`config.mk`:
```
export PLATFORM = sky130hd
export DESIGN_NAME = uart_rx_fifo
export DESIGN_NICKNAME = d
export VERILOG_FILES = /design/src/rtl/uart_rx_fifo.sv
export SDC_FILE = /design/constraint.sdc
export NUM_CORES = 1
export LEC_CHECK = 0
export ABC_AREA = 1
export BUFFER_PORTS_ARGS = -buffer_cell sky130_fd_sc_hd__buf_2
export CORE_MARGIN = 3
export CORE_UTILIZATION = 55
export DETAILED_ROUTE_END_ITERATION = 8
export GPL_ROUTABILITY_DRIVEN = 0
export PLACE_DENSITY_LB_ADDON = 0.15
export SLEW_MARGIN = 20
export SYNTH_ARGS = -nofsm -noshare
export SYNTH_HDL_FRONTEND = slang
export SYNTH_SLANG_ARGS = --single-unit
```
`constraint.sdc`:
```
create_clock -name clk -period 2.3 [get_ports clk]
set_input_delay 0 -clock clk [delete_from_list [all_inputs] [get_ports clk]]
set_output_delay 0 -clock clk [all_outputs]
set_load 0.05 [all_outputs]
```
`src/rtl/uart_rx_fifo.sv`:
```
// Oversampled UART receiver (optional parity, 1/2 stop bits) feeding a first-word-fall-through FIFO.
// Line errors are latched in sticky flags until clr_err; the FSM state is exported as rx_state_out.
module uart_rx_fifo #(
    parameter int BAUD_DIV   = 27,
    parameter int OVERSAMPLE = 16,
    parameter int DATA_BITS  = 8,
    parameter int PARITY_EN  = 0,
    parameter int PARITY_ODD = 0,
    parameter int STOP_BITS  = 1,
    parameter int FIFO_DEPTH = 4
) (
    input  logic                            clk,
    input  logic                            rst,
    input  logic                            rx,
    input  logic                            rd_en,
    input  logic                            clr_err,
    output logic [DATA_BITS-1:0]            rd_data,
    output logic                            rd_valid,
    output logic                            fifo_full,
    output logic [$clog2(FIFO_DEPTH+1)-1:0] fifo_count,
    output logic                            frame_err,
    output logic                            parity_err,
    output logic                            overrun,
    output logic [2:0]                      rx_state_out
);
    localparam int CW = $clog2(FIFO_DEPTH + 1);
    localparam int AW = $clog2(FIFO_DEPTH);
    localparam int BW = (BAUD_DIV > 1) ? $clog2(BAUD_DIV) : 1;
    localparam int SW = $clog2(OVERSAMPLE);
    localparam logic [BW-1:0] BAUD_LAST = BW'(BAUD_DIV - 1);
    localparam logic [SW-1:0] HALF_LAST = SW'(OVERSAMPLE / 2 - 1);
    localparam logic [SW-1:0] FULL_LAST = SW'(OVERSAMPLE - 1);
    localparam logic [3:0]    DATA_LAST = 4'(DATA_BITS - 1);
    localparam logic [3:0]    STOP_LAST = 4'(STOP_BITS - 1);
    localparam logic [CW-1:0] DEPTH_C   = CW'(FIFO_DEPTH);
    localparam logic          ODD       = 1'(PARITY_ODD != 0);

    typedef enum logic [2:0] {
        ST_IDLE      = 3'd0,
        ST_START     = 3'd1,
        ST_DATA      = 3'd2,
        ST_PARITY    = 3'd3,
        ST_STOP      = 3'd4,
        ST_PUSH      = 3'd5,
        ST_WAIT_IDLE = 3'd6
    } state_t;

    state_t               state_reg, state_next;
    logic                 rx_meta_reg, rxs;
    logic [BW-1:0]        baud_cnt_reg;
    logic                 tick, mid_bit, start_entry;
    logic [SW-1:0]        samp_reg, samp_next;
    logic [3:0]           bit_reg, bit_next;
    logic [DATA_BITS-1:0] shift_reg, shift_next;
    logic                 bad_reg, bad_next;
    logic                 push, pop, set_frame, set_parity, set_overrun;

    logic [DATA_BITS-1:0] mem [FIFO_DEPTH];
    logic [AW-1:0]        wr_ptr_reg, rd_ptr_reg;
    logic [CW-1:0]        count_reg;

    always_ff @(posedge clk or negedge rst) begin
        if (!rst) begin
            rx_meta_reg <= 1'b1;
            rxs         <= 1'b1;
        end else begin
            rx_meta_reg <= rx;
            rxs         <= rx_meta_reg;
        end
    end

    // Oversample tick; phase is realigned to the falling edge that starts a frame.
    assign tick    = (baud_cnt_reg == BAUD_LAST);
    assign mid_bit = tick && (samp_reg == FULL_LAST);

    always_ff @(posedge clk or negedge rst) begin
        if (!rst)
            baud_cnt_reg <= '0;
        else if (start_entry || tick)
            baud_cnt_reg <= '0;
        else
            baud_cnt_reg <= baud_cnt_reg + 1'b1;
    end

    always_comb begin
        state_next  = state_reg;
        samp_next   = samp_reg;
        bit_next    = bit_reg;
        shift_next  = shift_reg;
        bad_next    = bad_reg;
        start_entry = 1'b0;
        push        = 1'b0;
        set_frame   = 1'b0;
        set_parity  = 1'b0;
        set_overrun = 1'b0;
        if (tick && (state_reg inside {ST_DATA, ST_PARITY, ST_STOP}))
            samp_next = mid_bit ? '0 : samp_reg + 1'b1;
        case (state_reg)
            ST_IDLE: begin
                if (!rxs) begin
                    state_next  = ST_START;
                    samp_next   = '0;
                    bit_next    = '0;
                    bad_next    = 1'b0;
                    start_entry = 1'b1;
                end
            end
            ST_START: begin
                if (tick) begin
                    if (samp_reg == HALF_LAST) begin
                        samp_next  = '0;
                        state_next = rxs ? ST_IDLE : ST_DATA;
                    end else begin
                        samp_next = samp_reg + 1'b1;
                    end
                end
            end
            ST_DATA: begin
                if (mid_bit) begin
                    shift_next = {rxs, shift_reg[DATA_BITS-1:1]};
                    if (bit_reg == DATA_LAST) begin
                        bit_next   = '0;
                        state_next = (PARITY_EN != 0) ? ST_PARITY : ST_STOP;
                    end else begin
                        bit_next = bit_reg + 1'b1;
                    end
                end
            end
            ST_PARITY: begin
                if (mid_bit) begin
                    bad_next   = (^shift_reg) ^ rxs ^ ODD;
                    state_next = ST_STOP;
                end
            end
            ST_STOP: begin
                if (mid_bit) begin
                    if (!rxs) begin
                        set_frame  = 1'b1;
                        state_next = ST_WAIT_IDLE;
                    end else if (bit_reg == STOP_LAST) begin
                        state_next = ST_PUSH;
                    end else begin
                        bit_next = bit_reg + 1'b1;
                    end
                end
            end
            ST_PUSH: begin
                state_next = ST_IDLE;
                if (bad_reg)
                    set_parity = 1'b1;
                else if (fifo_full && !rd_en)
                    set_overrun = 1'b1;
                else
                    push = 1'b1;
            end
            ST_WAIT_IDLE: begin
                if (rxs)
                    state_next = ST_IDLE;
            end
            default: state_next = ST_IDLE;
        endcase
    end

    always_ff @(posedge clk or negedge rst) begin
        if (!rst) begin
            state_reg <= ST_IDLE;
            samp_reg  <= '0;
            bit_reg   <= '0;
            shift_reg <= '0;
            bad_reg   <= 1'b0;
        end else begin
            state_reg <= state_next;
            samp_reg  <= samp_next;
            bit_reg   <= bit_next;
            shift_reg <= shift_next;
            bad_reg   <= bad_next;
        end
    end

    // FIFO: a pop on an empty FIFO is dropped, so push+pop when empty only pushes.
    assign pop = rd_en && (count_reg != '0);

    always_ff @(posedge clk) begin
        if (push)
            mem[wr_ptr_reg] <= shift_reg;
    end

    always_ff @(posedge clk or negedge rst) begin
        if (!rst) begin
            wr_ptr_reg <= '0;
            rd_ptr_reg <= '0;
            count_reg  <= '0;
        end else begin
            if (push)
                wr_ptr_reg <= wr_ptr_reg + 1'b1;
            if (pop)
                rd_ptr_reg <= rd_ptr_reg + 1'b1;
            if (push && !pop)
                count_reg <= count_reg + 1'b1;
            else if (pop && !push)
                count_reg <= count_reg - 1'b1;
        end
    end

    always_ff @(posedge clk or negedge rst) begin
        if (!rst) begin
            frame_err  <= 1'b0;
            parity_err <= 1'b0;
            overrun    <= 1'b0;
        end else begin
            frame_err  <= set_frame   | (frame_err  & ~clr_err);
            parity_err <= set_parity  | (parity_err & ~clr_err);
            overrun    <= set_overrun | (overrun    & ~clr_err);
        end
    end

    assign rd_valid     = (count_reg != '0);
    assign fifo_full    = (count_reg == DEPTH_C);
    assign fifo_count   = count_reg;
    assign rd_data      = rd_valid ? mem[rd_ptr_reg] : '0;
    assign rx_state_out = state_reg;

endmodule

```
==> metrics.csv, run 1 <==
stage,metric,value,unit
clock_tree,clk_lat worst skew,340,ps
final_layout,post-route cell area,4080,um^2
critical_path,cell family with most CP delay,adder cells,
clock_tree,number of buffers created by CTS,9,
timing,worst hold slack after final layout,23.5,ps
power,VDD IR max,0.000935,V
floorplanning,total number of placement rows,28,
critical_path,Worst Setup End Kind,register,
critical_path,kind of critical path,register to register,
clock_tree,Clock Sinks,69,
routing,total wire length after detailed routing,7.15,mm
timing,setup total negative slack,0,ps
critical_path,ordered list of cells on the worst path,nor3_2 -> nor2_1 -> inv_1 -> ha_4 -> inv_2 -> fa_1 -> a21oi_1 -> o21ai_0 -> xor2_1,
critical_path,slowest cell delay on critical path,470,ps
power,net switching share of the total power,0.388,
routing,post-DR wirelength/cell,14.1,um
timing,Relative slew margins,0.447,
timing,Worst Max-Slew Pin Slew,830,ps
timing,Setup Skew,6.08,ps
grt,Congestion Overflow GR,0,
placed_design,number of buffers inserted by port buffering,23,
floorplanning,number of ports placed on the die boundary,24,
run,maximum capacitance violations,0,
timing,fin worst setup slack,183,ps
floorplanning,Die Ht,86.7,um
timing,Final period util,0.920,
final_layout,"top library cells by usage in the layout, fill and taps aside","76 x nand2_1, 62 x nor2_1, 37 x inv_1",
synthesis,number of instances in the synthesized netlist,390,
synthesis,syn_nets,406,
clock_tree,clock slew at the register clock pins of the worst setup and hold paths,80,ps
placed_design,Worst Setup Slack post-DPL,221,ps
power,power share of the sequential group,0.394,
clock_tree,clock tree from TritonCTS,done,
final_layout,"flip-flop count of the largest register, all copies and words added",32,
critical_path,data required time of the worst path,2520,ps
power,cell-internal power,2.27,mW
critical_path,Worst path slowest cell,dfrtp_2,
power,combinational share of power,0.319,
routing,violation count after the first detailed-route iteration,143,
clock_tree,maximum clock insertion buffer count,2,
final_layout,fraction of layout instances using a drive strength above 1,0.212,
final_layout,number of cells in the finished layout apart from fillers,508,
grt,wire length of the first global-routing pass,12.3,mm
power,total design power,3.70,mW
routing,routed via count divided by cell count,5.24,
timing,number of pins exceeding their max-slew limit in the final report,0,
timing,time the final worst path needs with I/O delays and setup,2120,ps
final_layout,number of antenna repair diodes,0,
floorplanning,initial core utilization,0.587,
status,status,finished clean,
floorplanning,Std-Cell Core Area,6100,um^2
final_layout,final net count,444,
floorplanning,Die Footprint,7510,um^2
clock_tree,post-cts sizing count,0,
power,total power divided by cell area,908,nW/um^2
synthesis,post-synthesis cell area,3580,um^2
min_path,number of cells on the worst hold path,4,
grt,number of global-route vias before repair,2666,
synthesis,post-synthesis cell type count,40,
min_path,worst hold path class,primary input to register,
clock_tree,H-tree levels,3,
final_layout,final-layout fill cell count,499,
power,P_leak,1.94,nW
final_layout,Synth-to-Final Area Change,14.0,%
power,Clock Power Share,0.286,
critical_path,r2r setup slk,180,ps
power,switching power,1.44,mW
critical_path,reg2reg end,fifo_count[2],
routing,number of design rule violations left after detail routing,0,
timing,Highest Clock Rate,0.472,GHz
min_path,Worst Hold Path EP,overrun,
clock_tree,postcts setup bufs,0,
critical_path,arrival time of data at the critical path endpoint,2340,ps
placed_design,"Cell Area, Placed",3830,um^2
min_path,launch point of the worst hold path,rd_en,
critical_path,worst r2r src,fifo_count[1],
critical_path,Worst Path Buf+Inv,2,
synthesis,number of warning messages in the yosys log,0,
critical_path,Critical Path Fanout Max,5,
placed_design,post-placement cell count,489,
floorplanning,width of the chip,86.7,um
routing,Final ANT Viol Nets,0,
grt,antenna violations before repair,0,
final_layout,final design utilization,0.669,
grt,largest net degree at the start of global routing,38,
timing,setup repair after global routing missed its margin,no,
critical_path,Setup crit start kind,register,
routing,via count,2661,
critical_path,R2R depth,9,
synthesis,"FF+latch count, synth",69,
placed_design,detailed placer's ending HPWL,4.93,mm
grt,total global routing track utilization,0.215,
routing,DR pass1 iterations,4,
critical_path,Critical path origin,fifo_count[1],
clock_tree,clock tree root driver cell,clkbuf_8,
synthesis,post-synthesis sequential area ratio,0.528,
synthesis,Avg Synthesized Cell Area,9.18,um^2
timing,final number of setup-violating endpoints,0,
timing,final number of hold-violating endpoints,0,
final_layout,"most common cell after layout, fill and taps aside",nand2_1,
## power by group through the flow
stage	Clock (mW)	Combinational, mW	Sequential (mW)
2_1_floorplan	0	0.874	1.51
3_3_place_gp	0	1.14	1.48
3_5_place_dp	0	1.17	1.49
4_1_cts	1.08	1.20	1.46
5_1_grt	1.15	1.27	1.48
6_report	1.06	1.18	1.46
## logic make-up after synthesis
logic type | share of synthesized area
adders and majority gates | 0.0406
muxes | 0.00315
buffers and inverters | 0.0640
DFF | 0.528
AOI/OAI and AO/OA | 0.0871
and+or+nand+nor | 0.250
xor gates and xnor gates | 0.0269
## routing by layer
| layer | global-route usage | vias up | routed length [um] |
|---|---|---|---|
| met5 | 0 | - | 0 |
| met1 | 0.246 | 1272 | 3030 |
| li1 | - | 1344 | - |
| met3 | 0.0542 | 9 | 220 |
| met2 | 0.388 | 36 | 3820 |
| met4 | 0.0722 | 0 | 80 |
## cell type report
| type | instances | area (um^2) | share of cell area |
|---|---|---|---|
| Inverter | 47 | 178 | 0.0436 |
| Timing Repair Buffer | 34 | 205 | 0.0503 |
| Clock inverter | 7 | 90.1 | 0.0221 |
| Sequential cell | 69 | 1900 | 0.465 |
| Clock buffer | 9 | 124 | 0.0304 |
| Multi-Input combinational cell | 267 | 1490 | 0.365 |
| Tap cell | 75 | 93.8 | 0.0230 |
## worst max-delay path by stage
| stage | to | cells after the start |
|---|---|---|
| finish | fifo_count[2] | 9 |
| global route | fifo_count[2] | 11 |
| CTS | fifo_count[2] | 9 |
| detailed placement | fifo_count[2] | 11 |
| global placement | fifo_count[2] | 11 |
| floorplan | fifo_count[1] | 9 |
## repair_timing
item | 4_1_cts | 5_1_grt
hold buffers | 3 | 0
endpoints found under the setup margin | 0 | 0
endpoints found under the hold margin | 39 | 0
## tightest hold or removal path, cell delays in order
cell and delay [ps]:
buf_2 80, inv_1 50, nand2_1 100, o32ai_1 90
## cell usage after synthesis (all sizes together)
| master | n | share of area |
|---|---|---|
| a21boi | 1 | 0.0052 |
| a21oi | 12 | 0.017 |
| buf | 5 | 0.0094 |
| clkbuf | 2 | 0.0049 |
| clkinv | 2 | 0.0024 |
| dfrtp | 35 | 0.24 |
| dfstp | 2 | 0.015 |
| edfxtp | 32 | 0.27 |
| fa | 1 | 0.0056 |
| ha | 10 | 0.035 |
| inv | 45 | 0.047 |
| mux2 | 1 | 0.0031 |
| nand2 | 85 | 0.098 |
| nand3 | 31 | 0.054 |
| nand4 | 1 | 0.0059 |
| nor2 | 68 | 0.082 |
| nor2b | 1 | 0.0038 |
| nor3 | 4 | 0.0070 |
| o211ai | 2 | 0.0042 |
| o21ai | 35 | 0.052 |
| o21bai | 1 | 0.0021 |
| o22ai | 1 | 0.0017 |
| o32ai | 2 | 0.0049 |
| xnor2 | 3 | 0.0073 |
| xor2 | 8 | 0.020 |
Power figures use the tool's default switching activity.
==> run 2, diff against run 1 <==
--- a/config.mk
+++ b/config.mk
@@ -8,7 +8,7 @@
 export ABC_AREA = 1
 export BUFFER_PORTS_ARGS = -buffer_cell sky130_fd_sc_hd__buf_2
 export CORE_MARGIN = 3
-export CORE_UTILIZATION = 55
+export CORE_UTILIZATION = 48
 export DETAILED_ROUTE_END_ITERATION = 8
 export GPL_ROUTABILITY_DRIVEN = 0
 export PLACE_DENSITY_LB_ADDON = 0.15
==> run 2 against run 1 <==
First-iteration DRC count shrank 20%. Non-clock buffer count shrank 1. Sequential share of layout area shrank 0.30 points. Register-to-register slack gained 30 ps. Critical path type unchanged. Critical endpoint unchanged. Largest power group unchanged.
==> metrics.csv, run 2 (same netlist as run 1, synthesis figures left out) <==
stage,metric,value,unit,change
final_layout,"flip-flop count of the largest register, all copies and words added",32,,unchanged
clock_tree,number of buffers created by CTS,9,,unchanged
floorplanning,width of the chip,92.3,um,+6.6%
timing,Relative slew margins,0.445,,-0.00198
clock_tree,clock tree root driver cell,clkbuf_8,,
floorplanning,total number of placement rows,30,,+7.1%
placed_design,detailed placer's ending HPWL,4.78,mm,-3.0%
floorplanning,initial core utilization,0.510,,-0.0772
critical_path,Setup crit start kind,register,,
power,total design power,3.69,mW,-0.31%
placed_design,number of buffers inserted by port buffering,23,,unchanged
final_layout,final net count,443,,-0.23%
clock_tree,clk_lat worst skew,340,ps,about the same
critical_path,data required time of the worst path,2520,ps,about the same
critical_path,Critical Path Fanout Max,6,,+1
power,P_leak,1.94,nW,-0.29%
grt,number of global-route vias before repair,2526,,-5.3%
clock_tree,clock slew at the register clock pins of the worst setup and hold paths,80,ps,about the same
critical_path,Worst Setup End Kind,register,,
routing,via count,2648,,-0.49%
grt,total global routing track utilization,0.180,,-0.0348
grt,largest net degree at the start of global routing,38,,unchanged
grt,Congestion Overflow GR,0,,unchanged
floorplanning,number of ports placed on the die boundary,24,,unchanged
floorplanning,Die Footprint,8530,um^2,+14%
routing,post-DR wirelength/cell,13.0,um,-7.8%
final_layout,"top library cells by usage in the layout, fill and taps aside","76 x nand2_1, 62 x nor2_1, 37 x inv_1",,
clock_tree,H-tree levels,3,,unchanged
timing,time the final worst path needs with I/O delays and setup,2090,ps,-27.7 ps
clock_tree,Clock Sinks,69,,unchanged
floorplanning,Std-Cell Core Area,7020,um^2,+15%
run,maximum capacitance violations,0,,unchanged
timing,Highest Clock Rate,0.479,GHz,+1.3%
power,total power divided by cell area,900,nW/um^2,-0.95%
timing,Worst Max-Slew Pin Slew,833,ps,+2.97 ps
final_layout,fraction of layout instances using a drive strength above 1,0.213,,+0.000492
clock_tree,clock tree from TritonCTS,done,,
timing,Setup Skew,7.59,ps,+1.51 ps
timing,setup repair after global routing missed its margin,no,,
routing,number of design rule violations left after detail routing,0,,unchanged
critical_path,arrival time of data at the critical path endpoint,2310,ps,-30 ps
routing,total wire length after detailed routing,6.85,mm,-4.2%
timing,final number of setup-violating endpoints,0,,unchanged
final_layout,"most common cell after layout, fill and taps aside",nand2_1,,
routing,DR pass1 iterations,4,,unchanged
routing,violation count after the first detailed-route iteration,115,,-20%
timing,Final period util,0.908,,-0.0121
final_layout,Synth-to-Final Area Change,14.7,%,
timing,number of pins exceeding their max-slew limit in the final report,0,,unchanged
grt,antenna violations before repair,0,,unchanged
routing,Final ANT Viol Nets,0,,unchanged
grt,wire length of the first global-routing pass,12.0,mm,-2.5%
critical_path,kind of critical path,register to register,,
min_path,worst hold path class,primary input to register,,
final_layout,final design utilization,0.585,,-0.0843
final_layout,number of antenna repair diodes,0,,unchanged
power,VDD IR max,0.000274,V,-71%
floorplanning,Die Ht,92.3,um,+6.6%
routing,routed via count divided by cell count,5.02,,-4.3%
clock_tree,maximum clock insertion buffer count,2,,unchanged
status,status,finished clean,,
timing,final number of hold-violating endpoints,0,,unchanged
[run 2: power by group]
group | switching (mW) | internal, mW
Combinational | 0.821 | 0.312
Clock | 0.473 | 0.614
Sequential | 0.136 | 1.34
[run 2: area by class of cell]
type                            count  area, um^2
Clock buffer                        9         124
Clock inverter                      7        97.6
Multi-Input combinational cell    267        1490
Sequential cell                    69        1900
Timing Repair Buffer               33         198
Fill cell                         622        2920
Tap cell                           96         120
Inverter                           47         178
[run 2: critical path: stages (launching register included)]
cell     delay, ps
dfrtp_2        400
inv_1           90
nand3_1        120
nor2_1         140
nand2_2        110
inv_2          100
ha_4           120
inv_2           40
fa_1           430
a21oi_1        150
o21ai_0        110
xor2_1         160
[run 2: what timing repair did]
action,CTS,global route
resized for setup,0,0
endpoints found under the hold margin,39,0
hold buffers,3,0
buffers inserted,0,0
[run 2: worst paths after layout]
| check | endpoint | cells past startpoint | startpoint | slack (ps) |
|---|---|---|---|---|
| max | fifo_count[2] | 11 | rx_state_out[1] | 210 |
| min | overrun | 4 | rd_en | 10 |
| max reg2reg | fifo_count[2] | 11 | rx_state_out[1] | 210 |
| min reg2reg | rxs | 0 | rx_meta_reg | 360 |
| max in group asynchronous | rx_state_out[2] | 2 | rst | 1430 |
| min in group asynchronous | samp_reg[0] | 2 | rst | 300 |
[run 2: metrics by stage]
stage	instance area, um^2	worst slack, ps	setup TNS, ps	hold slack (ps)	instances
6_report	4100	211	0	13.4	528
5_1_grt	4100	108	0	12.5	528
4_1_cts	4100	226	0	1.50	528
3_5_place_dp	3850	230	0	110	509
3_3_place_gp	3850	286	0	107	509
2_1_floorplan	3620	-138	-153	-296	390
[run 2: per-layer routing]
layer	routed length [um]	share of wire	global-route usage	vias up
met5	0	0	0	-
met4	57	0.0083	0.0718	0
met3	281	0.041	0.0447	6
met2	3260	0.48	0.288	55
met1	3260	0.48	0.234	1238
li1	-	-	-	1349
==> run 3, diff against run 2 <==
--- a/config.mk
+++ b/config.mk
@@ -6,6 +6,7 @@
 export NUM_CORES = 1
 export LEC_CHECK = 0
 export ABC_AREA = 1
+export ABC_CLOCK_PERIOD_IN_PS = 2400
 export BUFFER_PORTS_ARGS = -buffer_cell sky130_fd_sc_hd__buf_2
 export CORE_MARGIN = 3
 export CORE_UTILIZATION = 48
==> constraint.sdc (replaced) <==
create_clock -name clk -period 2.4 [get_ports clk]
set_input_delay 0 -clock clk [delete_from_list [all_inputs] [get_ports clk]]
set_output_delay 0 -clock clk [all_outputs]
set_load 0.05 [all_outputs]
==> run 3 against run 2 <==
Critical path depth fell by 2. Critical path type unchanged. Sequential power fell by 4%. Highest routed layer unchanged. Non-clock buffer count rose by 1. Global-route usage fell by 0.17 points. Routed wire length fell by 0.73%. Combinational power barely moved. Largest power group unchanged. Clock power fell by 14%. First-iteration DRC count rose by 30%.
==> metrics.csv, run 3 (same netlist as run 1, synthesis figures left out) <==
stage,metric,value,unit,change
timing,fin worst setup slack,341,ps,+130 ps
floorplanning,Std-Cell Core Area,7020,um^2,unchanged
critical_path,reg2reg end,fifo_count[2],,
power,VDD IR max,0.000318,V,+16%
routing,Final ANT Viol Nets,0,,unchanged
clock_tree,number of buffers created by CTS,9,,unchanged
timing,Setup Skew,11.1,ps,+3.56 ps
timing,setup repair after global routing missed its margin,no,,
clock_tree,clk_lat worst skew,340,ps,about the same
placed_design,number of buffers inserted by port buffering,23,,unchanged
clock_tree,clock tree root driver cell,clkbuf_8,,
critical_path,Setup crit end,fifo_count[2],,
floorplanning,Die Footprint,8530,um^2,unchanged
timing,worst hold slack after final layout,52.9,ps,+39.5 ps
grt,total global routing track utilization,0.178,,-0.00169
final_layout,final design utilization,0.582,,-0.00250
critical_path,Critical Path Fanout Max,5,,-1
min_path,worst hold path class,primary input to register,,
routing,post-DR wirelength/cell,12.9,um,-0.92%
power,total design power,3.45,mW,-6.7%
final_layout,Synth-to-Final Area Change,14.2,%,
placed_design,post-placement cell count,509,,unchanged
power,P_leak,1.94,nW,+0.23%
placed_design,"Cell Area, Placed",3850,um^2,about the same
grt,wire length of the first global-routing pass,12.1,mm,+1.2%
timing,time the final worst path needs with I/O delays and setup,2060,ps,-30.1 ps
clock_tree,H-tree levels,3,,unchanged
final_layout,post-route cell area,4090,um^2,-0.43%
floorplanning,initial core utilization,0.510,,unchanged
clock_tree,postcts setup bufs,0,,unchanged
final_layout,"flip-flop count of the largest register, all copies and words added",32,,unchanged
placed_design,detailed placer's ending HPWL,4.85,mm,+1.3%
routing,violation count after the first detailed-route iteration,150,,+30%
clock_tree,clock slew at the register clock pins of the worst setup and hold paths,80,ps,about the same
timing,final number of setup-violating endpoints,0,,unchanged
clock_tree,clock tree from TritonCTS,done,,
clock_tree,maximum clock insertion buffer count,2,,unchanged
floorplanning,Die Ht,92.3,um,unchanged
timing,Final period util,0.858,,-0.0504
timing,Worst Max-Slew Pin Slew,869,ps,+36.3 ps
routing,routed via count divided by cell count,4.96,,-1.1%
placed_design,Worst Setup Slack post-DPL,354,ps,+124 ps
final_layout,number of antenna repair diodes,0,,unchanged
critical_path,arrival time of data at the critical path endpoint,2280,ps,-30 ps
final_layout,final net count,444,,+0.23%
grt,antenna violations before repair,0,,unchanged
final_layout,"most common cell after layout, fill and taps aside",nand2_1,,
floorplanning,total number of placement rows,30,,unchanged
floorplanning,number of ports placed on the die boundary,24,,unchanged
critical_path,kind of critical path,register to register,,
routing,via count,2624,,-0.91%
timing,Relative slew margins,0.420,,-0.0242
timing,final number of hold-violating endpoints,0,,unchanged
timing,Highest Clock Rate,0.486,GHz,+1.5%
timing,number of pins exceeding their max-slew limit in the final report,0,,unchanged
critical_path,Critical path origin,fifo_count[1],,
clock_tree,Clock Sinks,69,,unchanged
critical_path,R2R depth,9,,-2
critical_path,Setup crit start kind,register,,
routing,total wire length after detailed routing,6.80,mm,-0.73%
critical_path,worst r2r src,fifo_count[1],,
run,maximum capacitance violations,0,,unchanged
timing,setup total negative slack,0,ps,unchanged
critical_path,data required time of the worst path,2620,ps,+100 ps
final_layout,number of cells in the finished layout apart from fillers,529,,+0.19%
power,total power divided by cell area,843,nW/um^2,-6.3%
final_layout,"top library cells by usage in the layout, fill and taps aside","76 x nand2_1, 62 x nor2_1, 37 x inv_1",,
critical_path,r2r setup slk,340,ps,+130 ps
status,status,finished clean,,
final_layout,fraction of layout instances using a drive strength above 1,0.206,,-0.00742
clock_tree,CTS hold repair buffers,4,,+1
grt,number of global-route vias before repair,2614,,+3.5%
routing,DR pass1 iterations,4,,unchanged
grt,Congestion Overflow GR,0,,unchanged
clock_tree,post-cts sizing count,0,,unchanged
critical_path,Worst Setup End Kind,register,,
routing,number of design rule violations left after detail routing,0,,unchanged
floorplanning,width of the chip,92.3,um,unchanged
grt,largest net degree at the start of global routing,38,,unchanged
-- run 3: where the power goes --
part           internal (mW)  switching [mW]
registers               1.28           0.131
clock network          0.483           0.455
logic                  0.301           0.796
-- run 3: how the worst min path moves through the flow --
stage               cells after the start            end  start
floorplan                               0        bad_reg    rst
global placement                        1    rx_meta_reg     rx
detailed placement                      1    rx_meta_reg     rx
CTS                                     4  rd_ptr_reg[0]  rd_en
global route                            5  rd_ptr_reg[1]  rd_en
finish                                  5  rd_ptr_reg[1]  rd_en
-- run 3: cell type report --
| class | count | area (um^2) |
|---|---|---|
| Clock buffer | 9 | 124 |
| Clock inverter | 7 | 73.8 |
| Fill cell | 621 | 2930 |
| Inverter | 47 | 178 |
| Multi-Input combinational cell | 267 | 1490 |
| Sequential cell | 69 | 1890 |
| Tap cell | 96 | 120 |
| Timing Repair Buffer | 34 | 208 |
-- run 3: metal layers --
layer / track usage / share of wire / vias up
met3: 0.0333 / 0.050 / 9
met5: 0 / 0 / -
li1: - / - / 1343
met1: 0.241 / 0.47 / 1211
met4: 0.0668 / 0.013 / 0
met2: 0.286 / 0.46 / 61
-- run 3: critical path: stages, from the launching register on --
cell and delay (ps):
dfrtp_2 470, nor3_2 220, nor2_1 100, inv_1 100, ha_4 130, inv_2 40
fa_1 430, a21oi_1 150, o21ai_0 120, xor2_1 160
